==> src/rtl/frame_serializer_pkg.sv <==
// frame_serializer_pkg: shared state encoding, muxsel source codes and frame sizing.
// Optional parity stage is controlled by the FRAME_SERIALIZER_PARITY_EN macro.
package frame_serializer_pkg;

    // Frame sequencer states; StPar exists only when parity is built in.
    typedef enum logic [2:0] {
        StIdle,
        StStart,
        StFlag,
        StHi,
        StLo,
`ifdef FRAME_SERIALIZER_PARITY_EN
        StPar,
`endif
        StStop
    } state_e;

    // Codes reported on muxsel for the source currently driving the line.
    localparam logic [2:0] MuxConst0 = 3'd0;
    localparam logic [2:0] MuxConst1 = 3'd1;
    localparam logic [2:0] MuxThrsh  = 3'd2;
    localparam logic [2:0] MuxRegh   = 3'd3;
    localparam logic [2:0] MuxRegl   = 3'd4;
    localparam logic [2:0] MuxParity = 3'd5;

    // Number of bits in one frame for a given register width.
    function automatic int unsigned frame_bits(input int unsigned width);
`ifdef FRAME_SERIALIZER_PARITY_EN
        return 2 * width + 4;
`else
        return 2 * width + 3;
`endif
    endfunction

endpackage

==> src/rtl/frame_serializer_bit_tick.sv <==
// frame_serializer_bit_tick: bit-period divider. Counts 0..DIV-1 and pulses tick on the
// terminal count; clear holds it at phase 0 so each frame starts aligned.
module frame_serializer_bit_tick #(
    parameter int unsigned DIV = 8
) (
    input  logic clk,
    input  logic rst_n,
    input  logic clear,
    output logic tick
);

    localparam int unsigned CntW = (DIV > 1) ? $clog2(DIV) : 1;
    localparam logic [CntW-1:0] CntTop = CntW'(DIV - 1);

    logic [CntW-1:0] r_cnt;

    assign tick = !clear && (r_cnt == CntTop);

    // Phase counter: wraps on terminal count, held at zero while cleared.
    always_ff @(posedge clk) begin
        if (!rst_n || clear) begin
            r_cnt <= '0;
        end else if (r_cnt == CntTop) begin
            r_cnt <= '0;
        end else begin
            r_cnt <= r_cnt + CntW'(1);
        end
    end

endmodule

==> src/rtl/frame_serializer.sv <==
// frame_serializer: sequences start, threshold flag, regh, regl, optional parity and stop
// bits onto one serial line, each bit held DIV clocks. All outputs are registered.
// Parity stage is inserted when FRAME_SERIALIZER_PARITY_EN is defined.
module frame_serializer
    import frame_serializer_pkg::*;
#(
    parameter int unsigned WIDTH = 4,
    parameter int unsigned DIV   = 8
) (
    input  logic             clk,
    input  logic             rst_n,
    input  logic             start,
    input  logic [WIDTH-1:0] regh,
    input  logic [WIDTH-1:0] regl,
    input  logic             thrsh,
    output logic             ready,
    output logic             done,
    output logic             selout,
    output logic [2:0]       muxsel
);

    localparam int unsigned IdxW = (WIDTH > 1) ? $clog2(WIDTH) : 1;
    localparam logic [IdxW-1:0] IdxTop = IdxW'(WIDTH - 1);

    state_e           r_state;
    state_e           w_state_d;
    logic [IdxW-1:0]  r_bit_idx;
    logic [IdxW-1:0]  w_bit_idx_d;

    logic [WIDTH-1:0] r_regh;
    logic [WIDTH-1:0] r_regl;
    logic             r_thrsh;
    logic             w_load;

    logic             w_tick;
    logic             w_clear;

    logic             r_ready;
    logic             r_done;
    logic             r_selout;
    logic [2:0]       r_muxsel;
    logic             w_ready_d;
    logic             w_done_d;
    logic             w_selout_d;
    logic [2:0]       w_muxsel_d;

    // Divider is held in phase 0 while idle, so the first tick lands DIV cycles into START.
    assign w_clear = (r_state == StIdle);
    assign w_load  = (r_state == StIdle) && start;

    frame_serializer_bit_tick #(
        .DIV (DIV)
    ) u_bit_tick (
        .clk   (clk),
        .rst_n (rst_n),
        .clear (w_clear),
        .tick  (w_tick)
    );

    // State and bit-index registers.
    always_ff @(posedge clk) begin
        if (!rst_n) begin
            r_state   <= StIdle;
            r_bit_idx <= '0;
        end else begin
            r_state   <= w_state_d;
            r_bit_idx <= w_bit_idx_d;
        end
    end

    // Shadow copies of the frame data, captured only when a frame is accepted.
    always_ff @(posedge clk) begin
        if (!rst_n) begin
            r_regh  <= '0;
            r_regl  <= '0;
            r_thrsh <= 1'b0;
        end else if (w_load) begin
            r_regh  <= regh;
            r_regl  <= regl;
            r_thrsh <= thrsh;
        end
    end

    // Next-state and bit-index sequencing; everything after IDLE advances on tick only.
    always_comb begin
        w_state_d   = r_state;
        w_bit_idx_d = r_bit_idx;
        case (r_state)
            StIdle: begin
                if (start) begin
                    w_state_d   = StStart;
                    w_bit_idx_d = '0;
                end
            end
            StStart: begin
                if (w_tick) begin
                    w_state_d = StFlag;
                end
            end
            StFlag: begin
                if (w_tick) begin
                    w_state_d   = StHi;
                    w_bit_idx_d = IdxTop;
                end
            end
            StHi: begin
                if (w_tick) begin
                    if (r_bit_idx == '0) begin
                        w_state_d   = StLo;
                        w_bit_idx_d = IdxTop;
                    end else begin
                        w_bit_idx_d = r_bit_idx - IdxW'(1);
                    end
                end
            end
            StLo: begin
                if (w_tick) begin
                    if (r_bit_idx == '0) begin
`ifdef FRAME_SERIALIZER_PARITY_EN
                        w_state_d = StPar;
`else
                        w_state_d = StStop;
`endif
                    end else begin
                        w_bit_idx_d = r_bit_idx - IdxW'(1);
                    end
                end
            end
`ifdef FRAME_SERIALIZER_PARITY_EN
            StPar: begin
                if (w_tick) begin
                    w_state_d = StStop;
                end
            end
`endif
            StStop: begin
                if (w_tick) begin
                    w_state_d   = StIdle;
                    w_bit_idx_d = '0;
                end
            end
            default: begin
                w_state_d   = StIdle;
                w_bit_idx_d = '0;
            end
        endcase
    end

    // Output decode from the upcoming state, so registered outputs line up with the state.
    always_comb begin
        w_selout_d = 1'b1;
        w_muxsel_d = MuxConst1;
        w_ready_d  = (w_state_d == StIdle);
        w_done_d   = (r_state == StStop) && w_tick;
        case (w_state_d)
            StStart: begin
                w_selout_d = 1'b0;
                w_muxsel_d = MuxConst0;
            end
            StFlag: begin
                w_selout_d = r_thrsh;
                w_muxsel_d = MuxThrsh;
            end
            StHi: begin
                w_selout_d = r_regh[w_bit_idx_d];
                w_muxsel_d = MuxRegh;
            end
            StLo: begin
                w_selout_d = r_regl[w_bit_idx_d];
                w_muxsel_d = MuxRegl;
            end
`ifdef FRAME_SERIALIZER_PARITY_EN
            StPar: begin
                w_selout_d = ^{r_thrsh, r_regh, r_regl};
                w_muxsel_d = MuxParity;
            end
`endif
            default: begin
                w_selout_d = 1'b1;
                w_muxsel_d = MuxConst1;
            end
        endcase
    end

    // Output registers.
    always_ff @(posedge clk) begin
        if (!rst_n) begin
            r_ready  <= 1'b1;
            r_done   <= 1'b0;
            r_selout <= 1'b1;
            r_muxsel <= MuxConst1;
        end else begin
            r_ready  <= w_ready_d;
            r_done   <= w_done_d;
            r_selout <= w_selout_d;
            r_muxsel <= w_muxsel_d;
        end
    end

    assign ready  = r_ready;
    assign done   = r_done;
    assign selout = r_selout;
    assign muxsel = r_muxsel;

endmodule

==> config.mk <==
export PLATFORM = sky130hd
export DESIGN_NAME = frame_serializer
export DESIGN_NICKNAME = d
export VERILOG_FILES = /design/src/rtl/frame_serializer_pkg.sv /design/src/rtl/frame_serializer_bit_tick.sv /design/src/rtl/frame_serializer.sv
export SDC_FILE = /design/constraint.sdc
export NUM_CORES = 1
export LEC_CHECK = 0
export ABC_CLOCK_PERIOD_IN_PS = 3400
export BUFFER_PORTS_ARGS = -buffer_cell sky130_fd_sc_hd__buf_2
export CORE_MARGIN = 5
export CORE_UTILIZATION = 45
export CTS_BUF_LIST = sky130_fd_sc_hd__clkbuf_4
export CTS_CLUSTER_SIZE = 28
export DETAILED_ROUTE_END_ITERATION = 10
export GPL_ROUTABILITY_DRIVEN = 0
export PLACE_DENSITY_LB_ADDON = 0.08
export SLEW_MARGIN = 30
export SYNTH_ARGS = -nofsm -noshare
export SYNTH_HDL_FRONTEND = slang
export SYNTH_SLANG_ARGS = --single-unit
==> constraint.sdc <==
create_clock -name clk -period 3.4 [get_ports clk]
set_clock_uncertainty 0.05 [all_clocks]
set_input_delay 0.68 -clock clk [delete_from_list [all_inputs] [get_ports clk]]
set_output_delay 0.68 -clock clk [all_outputs]
set_load 0.1 [all_outputs]
==> results of run 1 <==
-- stage by stage --
stage               area, um^2  std cells  setup slack (ns)  util (%)
global placement          1240        184              1.19      49.7
finish                    1270        188              1.09      50.8
global route              1270        188             0.829      50.8
CTS                       1270        188              1.08      50.8
detailed placement        1240        184              1.09      49.7
floorplan                 1180        147              1.47         -
-- kinds of logic after synthesis --
logic type,count (synthesis),share of synthesized area (%)
flip-flops,23,39.1
buffers and inverters,15,6.48
AO/OA/AOI/OAI,34,18.6
AND/OR/NAND/NOR,66,27.1
multiplexers,4,3.40
adder cells (fa/ha/maj),5,5.31
-- flip-flops by register name, summed over array words and instances (netlist names) --
name,count
r_state,3
u_bit_tick.r_cnt,3
r_regh,4
r_thrsh,1
muxsel,3
r_bit_idx,2
ready,1
selout,1
r_regl,4
done,1
-- area by class of cell --
type / instances / area share, %
multi-input combinational: 109 / 50.4
clock buffer: 3 / 1.77
tap: 30 / 2.96
clock inverter: 1 / 0.394
timing repair buffer: 17 / 6.70
inverter: 5 / 1.48
sequential: 23 / 36.3
-- per-layer routing --
layer  up-vias  track usage [%]  wire, um
met5         -                0         0
met4         0             7.12        34
li1        534                -         -
met3         4             3.35       108
met1       457             18.7      1120
met2        20             22.8      1110
-- worst max path at each step --
| stage | start | to | slack [ns] |
|---|---|---|---|
| detailed placement | u_bit_tick.r_cnt[0] | selout | 1.09 |
| finish | u_bit_tick.r_cnt[0] | selout | 1.09 |
| CTS | u_bit_tick.r_cnt[0] | selout | 1.08 |
| global placement | u_bit_tick.r_cnt[0] | selout | 1.19 |
| floorplan | u_bit_tick.r_cnt[0] | selout | 1.47 |
| global route | u_bit_tick.r_cnt[0] | selout | 0.83 |
-- power breakdown --
group          leakage (nW)  internal [mW]  total [mW]  switching, mW
sequential            0.188          0.281       0.291        0.00988
clock                0.0177         0.0438       0.122         0.0779
combinational         0.288         0.0218      0.0698         0.0480
-- critical path, stage by stage, from the launching register on --
cell	delay, ns
dfxtp_1	0.34
ha_1	0.19
ha_1	0.38
and3_1	0.31
a211oi_1	0.37
nand2_1	0.08
or3_1	0.33
o311ai_1	0.09
a211o_1	0.14
-- Yosys cell counts (2+ instances only) --
| cell type | number |
|---|---|
| a211o_1 | 2 |
| a211oi_1 | 2 |
| a21oi_1 | 16 |
| a31oi_1 | 2 |
| and2_1 | 6 |
| buf_2 | 4 |
| buf_4 | 2 |
| clkbuf_1 | 3 |
| dfxtp_1 | 23 |
| ha_1 | 5 |
| inv_1 | 5 |
| mux2i_1 | 4 |
| nand2_1 | 27 |
| nand2b_1 | 5 |
| nand3_1 | 2 |
| nor2_1 | 9 |
| nor2b_1 | 5 |
| nor3_1 | 6 |
| o21ai_0 | 3 |
| o22ai_1 | 3 |
==> metrics.txt, run 1 <==
Final Max Tran Viols=0; total track usage=between 10% and 20%; reg2reg end=selout; Worst R2R Setup Slack=1.09 ns; Synthesized Nets=164; RR Startpoint=u_bit_tick.r_cnt[0]; clock buffer depth=2; Setup CP Type=register to register; Syn Inst Count=147; Post-route DRC=0; Reg clk slew, reported paths=about 0.12 ns; area grow syn2layout=7.86%; static leakage=0.494 nW; via count=1015; initial antenna violation count=0; Synth top area share=39.1%; vias in the first global route=927; multi-input combinational cell area=641 um^2; drt wl/cell=12.6 um; routed wire length=2370 um; number of diodes=0; pin count of the biggest net entering global routing=20; final hold slack=0.398 ns; first-pass GRT wire length=4080 um; clk sink count=23; Worst Path Required=about 3.6 ns; # IOs=18; Synth Area per Inst=~8.0 um^2; Synth area leaders=dfxtp_1, nand2_1, a21oi_1; Worst EP arrival=2.52 ns; Synth cell types=33; R2R cell count=8; row count=18; Die H=61.2 um; Yosys reg bits=23; Peak VDD IR=0.000267 V; post-synth top area cell=dfxtp_1; status=complete, no violations; Post-CTS Hold Fix Bufs=0; Top FF cell, synth=dfxtp_1; layout cells sized above 1=14.6%; # Post-CTS Setup Buffers=0; htree depth=1; First DRT Iteration DRCs=39; Cell Pwr Density=380 mW/mm^2; Mapped Area=0.00118 mm^2; Skew-Pair Late Insertion Delay=0.30 ns; die area=0.00374 mm^2; Layout Nets=176; RSZ-0062 raised after global routing=false; Final setup viols=0; commonest non-fill, non-tap cells in the layout=nand2_1, dfxtp_1, buf_2; Tot Pwr=0.483 mW; Fmax=around 430 MHz; CTS tree=yes; Core Box Area=0.00250 mm^2; CTS root buffer=clkbuf_4; post-DP HPWL=1790 um; Initial Util=47.1%; fin crit share=between 60% and 70%; number of I/O port buffers=17; drt pass-1 iters=4; Vias/cell=5.40; async set or reset register ratio after synthesis=0%; max-cap violations=0; EDFF count, synth=0; Worst Hold Path EP=u_bit_tick.r_cnt[0]; register area=460 um^2; endpoint class of the critical path=register; worst hold path type=register to register; crit start category=register; Final Hold Vio Count=0; Fillers=241; min Tclk post-route=2.31 ns; die outline width=61.2 um; sequential-to-total area share from yosys stat=between 30% and 40%; Hold Path Depth=1; worst hold start=u_bit_tick.r_cnt[0]; Post-DRT Antenna Nets=0; most common cell after layout, fill and taps aside=nand2_1; Setup TNS=0 ns; grt ovf=0; Yosys Warn Count=0; relative slew slack=62.1%; CTS Buf Count=3; worst slew pin tran=~0.57 ns; Resized Gates After CTS=0; critical-path maximum fanout=18
Note: power is estimated with default switching activity, not from simulation.
==> run 2, diff against run 1 <==
ABC_CLOCK_PERIOD_IN_PS = 2340   (was 3400)
clock period = 2.34 ns   (was 3.4 ns; I/O delays follow)
==> run 2 against run 1 <==
  * Die area unchanged
  * Flip-flop and latch count is the same
  * Register-to-register slack worse by 0.82 ns
  * Count of clock-buffer cells in the layout grew 1
  * Routed wire length increased by 3.6%
  * Sequential share of layout area fell by 1.3 points
  * Worst hold slack worse by 0.068 ns
==> metrics.txt, run 2 (synthesis results as in run 1) <==
status=complete, no violations (unchanged); via count=1029 (was 1015); worst hold path type=input port to register (was register to register); Net Sw Frac=27.7% (was 28.1%); vias in the first global route=945 (was 927); Final Non-Filler Cells=193 (was 188); drt wl/cell=12.7 um (was 12.6 um); number of I/O port buffers=17 (unchanged); design area=0.00132 mm^2 (was 0.00127 mm^2); Final Max Tran Viols=0 (unchanged); Fmax=482 MHz (was 433 MHz); grt ovf=0 (unchanged); clk sink count=23 (unchanged); Setup crit end=selout (unchanged); R2R cell count=8 (unchanged); Core Box Area=0.00250 mm^2 (unchanged); first-pass GRT wire length=4060 um (was 4080 um); Skew-Pair Late Insertion Delay=0.31 ns (was 0.30 ns); static leakage=0.520 nW (was 0.494 nW); drt pass-1 iters=4 (unchanged); Seq pwr share=58.2% (was 60.3%); Fillers=260 (was 241); CTS tree=yes (unchanged); CTS Buf Count=3 (unchanged); Post-route DRC=0 (unchanged); Worst EP arrival=2.23 ns (was 2.52 ns); number of diodes=0 (unchanged); RR Startpoint=r_bit_idx[1] (was u_bit_tick.r_cnt[0]); endpoint class of the critical path=register (unchanged); final hold slack=0.329 ns (was 0.398 ns); Regs by FF count=r_regh: 4 flops, r_regl: 4 flops (unchanged); Post-CTS Hold Fix Bufs=0 (unchanged); family with the most delay on the worst path=compound AO/OA/AOI/OAI gates (was simple AND/OR/NAND/NOR gates); Placed Area=0.00128 mm^2 (was 0.00124 mm^2); crit path cell chain=inv_1 -> ha_1 -> nand2b_1 -> a221oi_2 -> o22ai_2 -> mux2i_1 -> o22ai_1 -> a211o_1 (was ha_1 -> ha_1 -> and3_1 -> a211oi_1 -> nand2_1 -> or3_1 -> o311ai_1 -> a211o_1); layout cells sized above 1=18.4% (was 14.6%); initial antenna violation count=0 (unchanged); Resized Gates After CTS=0 (unchanged); Cell Pwr Density=547 mW/mm^2 (was 380 mW/mm^2); Worst path depth=8 (unchanged); die outline width=61.2 um (unchanged); worst slew pin tran=0.490 ns (was 0.568 ns); Layout Nets=181 (was 176); reg2reg end=selout (unchanged); register area=460 um^2 (unchanged); # Post-CTS Setup Buffers=0 (unchanged); Final setup viols=0 (unchanged); htree depth=1 (unchanged); clock buffer depth=2 (unchanged); row count=18 (unchanged); First DRT Iteration DRCs=29 (was 39); min Tclk post-route=2.07 ns (was 2.31 ns); combinational power share=15.0% (was 14.5%); Initial Util=47.1% (unchanged); Post-DRT Antenna Nets=0 (unchanged); Reg clk slew, reported paths=0.12 ns (about the same); CTS root buffer=clkbuf_4 (unchanged); internal power=0.521 mW (was 0.347 mW); CP max-delay cell=dfxtp_1 (was ha_1); Vias/cell=5.33 (was 5.40); most common cell after layout, fill and taps aside=nand2_1 (unchanged); Setup CP Type=register to register (unchanged); crit start category=register (unchanged); Worst Path Required=2.50 ns (was 3.61 ns); pin count of the biggest net entering global routing=16 (was 20); Switching Power=0.200 mW (was 0.136 mW); Placed Cells=189 (was 184); Final Hold Vio Count=0 (unchanged); total track usage=14.8% (was 14.5%); relative slew slack=67.6% (was 62.1%); commonest non-fill, non-tap cells in the layout=nand2_1, dfxtp_1, buf_2 (unchanged); routed wire length=2460 um (was 2370 um); RSZ-0062 raised after global routing=false (unchanged); fin crit share=88.6% (was 67.9%); Crit path largest cell delay=0.42 ns (was 0.38 ns); Worst R2R Setup Slack=0.27 ns (was 1.09 ns); multi-input combinational cell area=648 um^2 (was 641 um^2); Buf/Inv on CP=1 (was 0); crit path from=r_bit_idx[1] (was u_bit_tick.r_cnt[0]); Peak VDD IR=0.000358 V (was 0.000267 V); # IOs=18 (unchanged); Clock power frac=26.8% (was 25.2%); max-cap violations=0 (unchanged); critical-path maximum fanout=6 (was 18); Die H=61.2 um (unchanged); post-DP HPWL=1880 um (was 1790 um); area grow syn2layout=11.9% (was 7.86%); Setup TNS=0 ns (unchanged); die area=0.00374 mm^2 (unchanged)
run 2: changes by cell type in the layout (fill, tap and decap cells not counted):
| cell | delta |
|---|---|
| a211oi_2 | +1 |
| buf_4 | +5 |
| clkinv_2 | -1 |
| ha_1 | -1 |
| a211oi_1 | -1 |
| clkbuf_4 | +1 |
| ha_2 | +1 |
run 2: layout make-up:
class / count / share of cell area (%)
well taps: 30 / 2.85
inverters: 5 / 1.42
clock buffers: 4 / 2.28
multi-input cells: 109 / 49.2
repair buffers: 22 / 9.31
flip-flops and latches: 23 / 34.9
run 2: power groups by stage:
stage	logic [mW]	clock network, mW	registers [mW]
after floorplan	0.0567	0	0.454
final	0.108	0.193	0.420
after detailed placement	0.109	0	0.429
after global routing	0.121	0.226	0.422
after CTS	0.109	0.203	0.420
after global placement	0.108	0	0.429
run 2: per-layer routing:
layer / GRT usage (%) / up-vias / wire length [um]
li1: - / 533 / -
met3: 2.52 / 4 / 93
met5: 0 / - / 0
met4: 7.43 / 0 / 35
met1: 17.9 / 474 / 1140
met2: 25.2 / 18 / 1190
run 2: worst min-delay path by stage:
stage | cells after the start | slack (ns) | endpoint | startpoint
floorplan | 1 | 0.36 | u_bit_tick.r_cnt[0] | u_bit_tick.r_cnt[0]
global placement | 1 | 0.36 | u_bit_tick.r_cnt[0] | u_bit_tick.r_cnt[0]
detailed placement | 1 | 0.38 | u_bit_tick.r_cnt[0] | u_bit_tick.r_cnt[0]
CTS | 3 | 0.32 | r_regl[0] | regl[0]
global route | 3 | 0.30 | r_regh[1] | regh[1]
finish | 3 | 0.33 | r_thrsh | thrsh
run 2: worst register-to-register path: cells and delay by family (launching register included):
family	cells	cell delay, ns
adder cells (fa/ha/maj)	1	0.26
multiplexers	1	0.19
AO/OA/AOI/OAI	4	0.81
flip-flops	1	0.42
AND/OR/NAND/NOR	1	0.18
buffers and inverters	1	0.07
run 2: metrics by stage:
stage	total power, mW	setup slack, ns	util (%)
2_1_floorplan	0.511	0.408	-
3_3_place_gp	0.536	0.210	51.2
3_5_place_dp	0.538	0.129	51.2
4_1_cts	0.733	0.0980	52.4
5_1_grt	0.770	0.134	52.7
6_report	0.721	0.267	52.7
==> run 3, diff against run 2 <==
CELL_PAD_IN_SITES_DETAIL_PLACEMENT = 1   (was default)
CELL_PAD_IN_SITES_GLOBAL_PLACEMENT = 1   (was default)
CORE_UTILIZATION = 43   (was 45)
==> run 3 against run 2 <==
  * Sequential power about the same
  * Global-route usage grew 1.1 points
  * Routed wire length grew 18%
  * First-iteration DRC count up 55%
  * Power is essentially flat
  * Register-to-register slack worse by 0.08 ns
  * Clock power is 2% lower
  * Critical path type unchanged
==> metrics.txt, run 3 (synthesis results as in run 1) <==
Worst path depth=8 (unchanged); Post-DRT Antenna Nets=0 (unchanged); Tot Pwr=0.720 mW (was 0.721 mW); Cell Pwr Density=548 mW/mm^2 (was 547 mW/mm^2); Reg clk slew, reported paths=0.12 ns (about the same); crit start category=register (unchanged); htree depth=1 (unchanged); crit path cell chain=inv_1 -> ha_1 -> nand2b_1 -> a221oi_2 -> o22ai_2 -> mux2i_1 -> o22ai_1 -> a211o_1 (unchanged); Die H=62.3 um (was 61.2 um); layout cells sized above 1=17.8% (was 18.4%); Final Non-Filler Cells=194 (was 193); die outline width=62.3 um (was 61.2 um); reg2reg end=selout (unchanged); via count=1064 (was 1029); Regs by FF count=r_regh: 4 flops, r_regl: 4 flops (unchanged); fin crit share=91.9% (was 88.6%); Skew-Pair Late Insertion Delay=0.30 ns (was 0.31 ns); clock buffer depth=2 (unchanged); Crit path largest cell delay=0.43 ns (was 0.42 ns); status=complete, no violations (unchanged); pin count of the biggest net entering global routing=15 (was 16); Worst EP arrival=2.30 ns (was 2.23 ns); clk sink count=23 (unchanged); max-cap violations=0 (unchanged); number of I/O port buffers=17 (unchanged); Vias/cell=5.48 (was 5.33); drt pass-1 iters=4 (unchanged); Buf/Inv on CP=1 (unchanged); endpoint class of the critical path=register (unchanged); First DRT Iteration DRCs=45 (was 29); routed wire length=2890 um (was 2460 um); RR Startpoint=r_bit_idx[1] (unchanged); Layout Nets=181 (unchanged); Worst Path Required=2.49 ns (was 2.50 ns); min Tclk post-route=2.15 ns (was 2.07 ns); Initial Util=43.8% (was 47.1%); # Post-CTS Setup Buffers=0 (unchanged); Final Max Tran Viols=0 (unchanged); Final Hold Vio Count=0 (unchanged); vias in the first global route=1123 (was 945); drt wl/cell=14.9 um (was 12.7 um); CP max-delay cell=dfxtp_1 (unchanged); # IOs=18 (unchanged); critical-path maximum fanout=6 (unchanged); CTS root buffer=clkbuf_4 (unchanged); static leakage=0.518 nW (was 0.520 nW); RSZ-0062 raised after global routing=false (unchanged); Post-route DRC=0 (unchanged); post-DP HPWL=2330 um (was 1880 um); area grow syn2layout=11.6% (was 11.9%); Fmax=465 MHz (was 482 MHz); design area=0.00131 mm^2 (was 0.00132 mm^2); worst hold path type=input port to register (unchanged); Core Box Area=0.00269 mm^2 (was 0.00250 mm^2); Worst Hold Path EP=r_regh[0] (was r_thrsh); die area=0.00388 mm^2 (was 0.00374 mm^2); grt ovf=0 (unchanged); Hold Path Depth=3 (unchanged); Setup TNS=0 ns (unchanged); worst slew pin tran=0.486 ns (was 0.490 ns); row count=19 (was 18); Final setup viols=0 (unchanged); CTS Buf Count=3 (unchanged); initial antenna violation count=0 (unchanged); Post-CTS Hold Fix Bufs=0 (unchanged); family with the most delay on the worst path=compound AO/OA/AOI/OAI gates (unchanged); most common cell after layout, fill and taps aside=nand2_1 (unchanged); Placed Cells=190 (was 189); relative slew slack=67.8% (was 67.6%); number of diodes=0 (unchanged); Peak VDD IR=0.000417 V (was 0.000358 V); R2R cell count=8 (unchanged); commonest non-fill, non-tap cells in the layout=nand2_1, dfxtp_1, buf_2 (unchanged); crit path from=r_bit_idx[1] (unchanged); Placed Area=0.00128 mm^2 (about the same); Resized Gates After CTS=0 (unchanged); worst hold start=regh[0] (was thrsh); first-pass GRT wire length=5140 um (was 4060 um); Setup CP Type=register to register (unchanged); Worst R2R Setup Slack=0.19 ns (was 0.27 ns); CTS tree=yes (unchanged); total track usage=15.9% (was 14.8%)
## run 3: where the power goes
part | internal (mW) | switching (mW)
Combinational | 0.0339 | 0.0765
Sequential | 0.409 | 0.0119
Clock | 0.0780 | 0.111
Total | 0.521 | 0.199
## run 3: final cells by class
cell class / count / area [um^2]
inverter: 5 / 18.8
timing repair buffer: 22 / 123
fill: 353 / 1370
clock buffer: 4 / 30.0
sequential: 23 / 460
multi-input combinational: 109 / 643
tap: 31 / 38.8
## run 3: routing by layer
metal	share of wire [%]	routed length [um]	vias to the layer above	global-route usage, %
met4	0.69	20	0	3.98
met5	0	0	-	0
li1	-	-	536	-
met2	52	1490	16	28.9
met3	3.1	89	2	2.88
met1	44	1280	510	19.0
## run 3: stage by stage
step                      setup slack [ns]  hold WS, ns  util, %
after global routing                0.0671        0.331     48.9
after CTS                           0.0394        0.327     48.8
after floorplan                      0.408        0.358        -
after detailed placement            0.0693        0.379     47.7
after global placement               0.222        0.366     47.7
final                                0.190        0.334     48.9
## run 3: how the worst max path moves through the flow
| stage | end | slack, ns |
|---|---|---|
| after floorplan | selout | 0.41 |
| after global placement | selout | 0.22 |
| after detailed placement | selout | 0.07 |
| after CTS | selout | 0.04 |
| after global routing | selout | 0.07 |
| final | selout | 0.19 |
## run 3: worst register-to-register path: stages, from the launching register on
cell and delay (ns):
dfxtp_1 0.43, inv_1 0.08, ha_1 0.26, nand2b_1 0.18, a221oi_2 0.26, o22ai_2 0.18, mux2i_1 0.21, o22ai_1 0.10
a211o_1 0.30
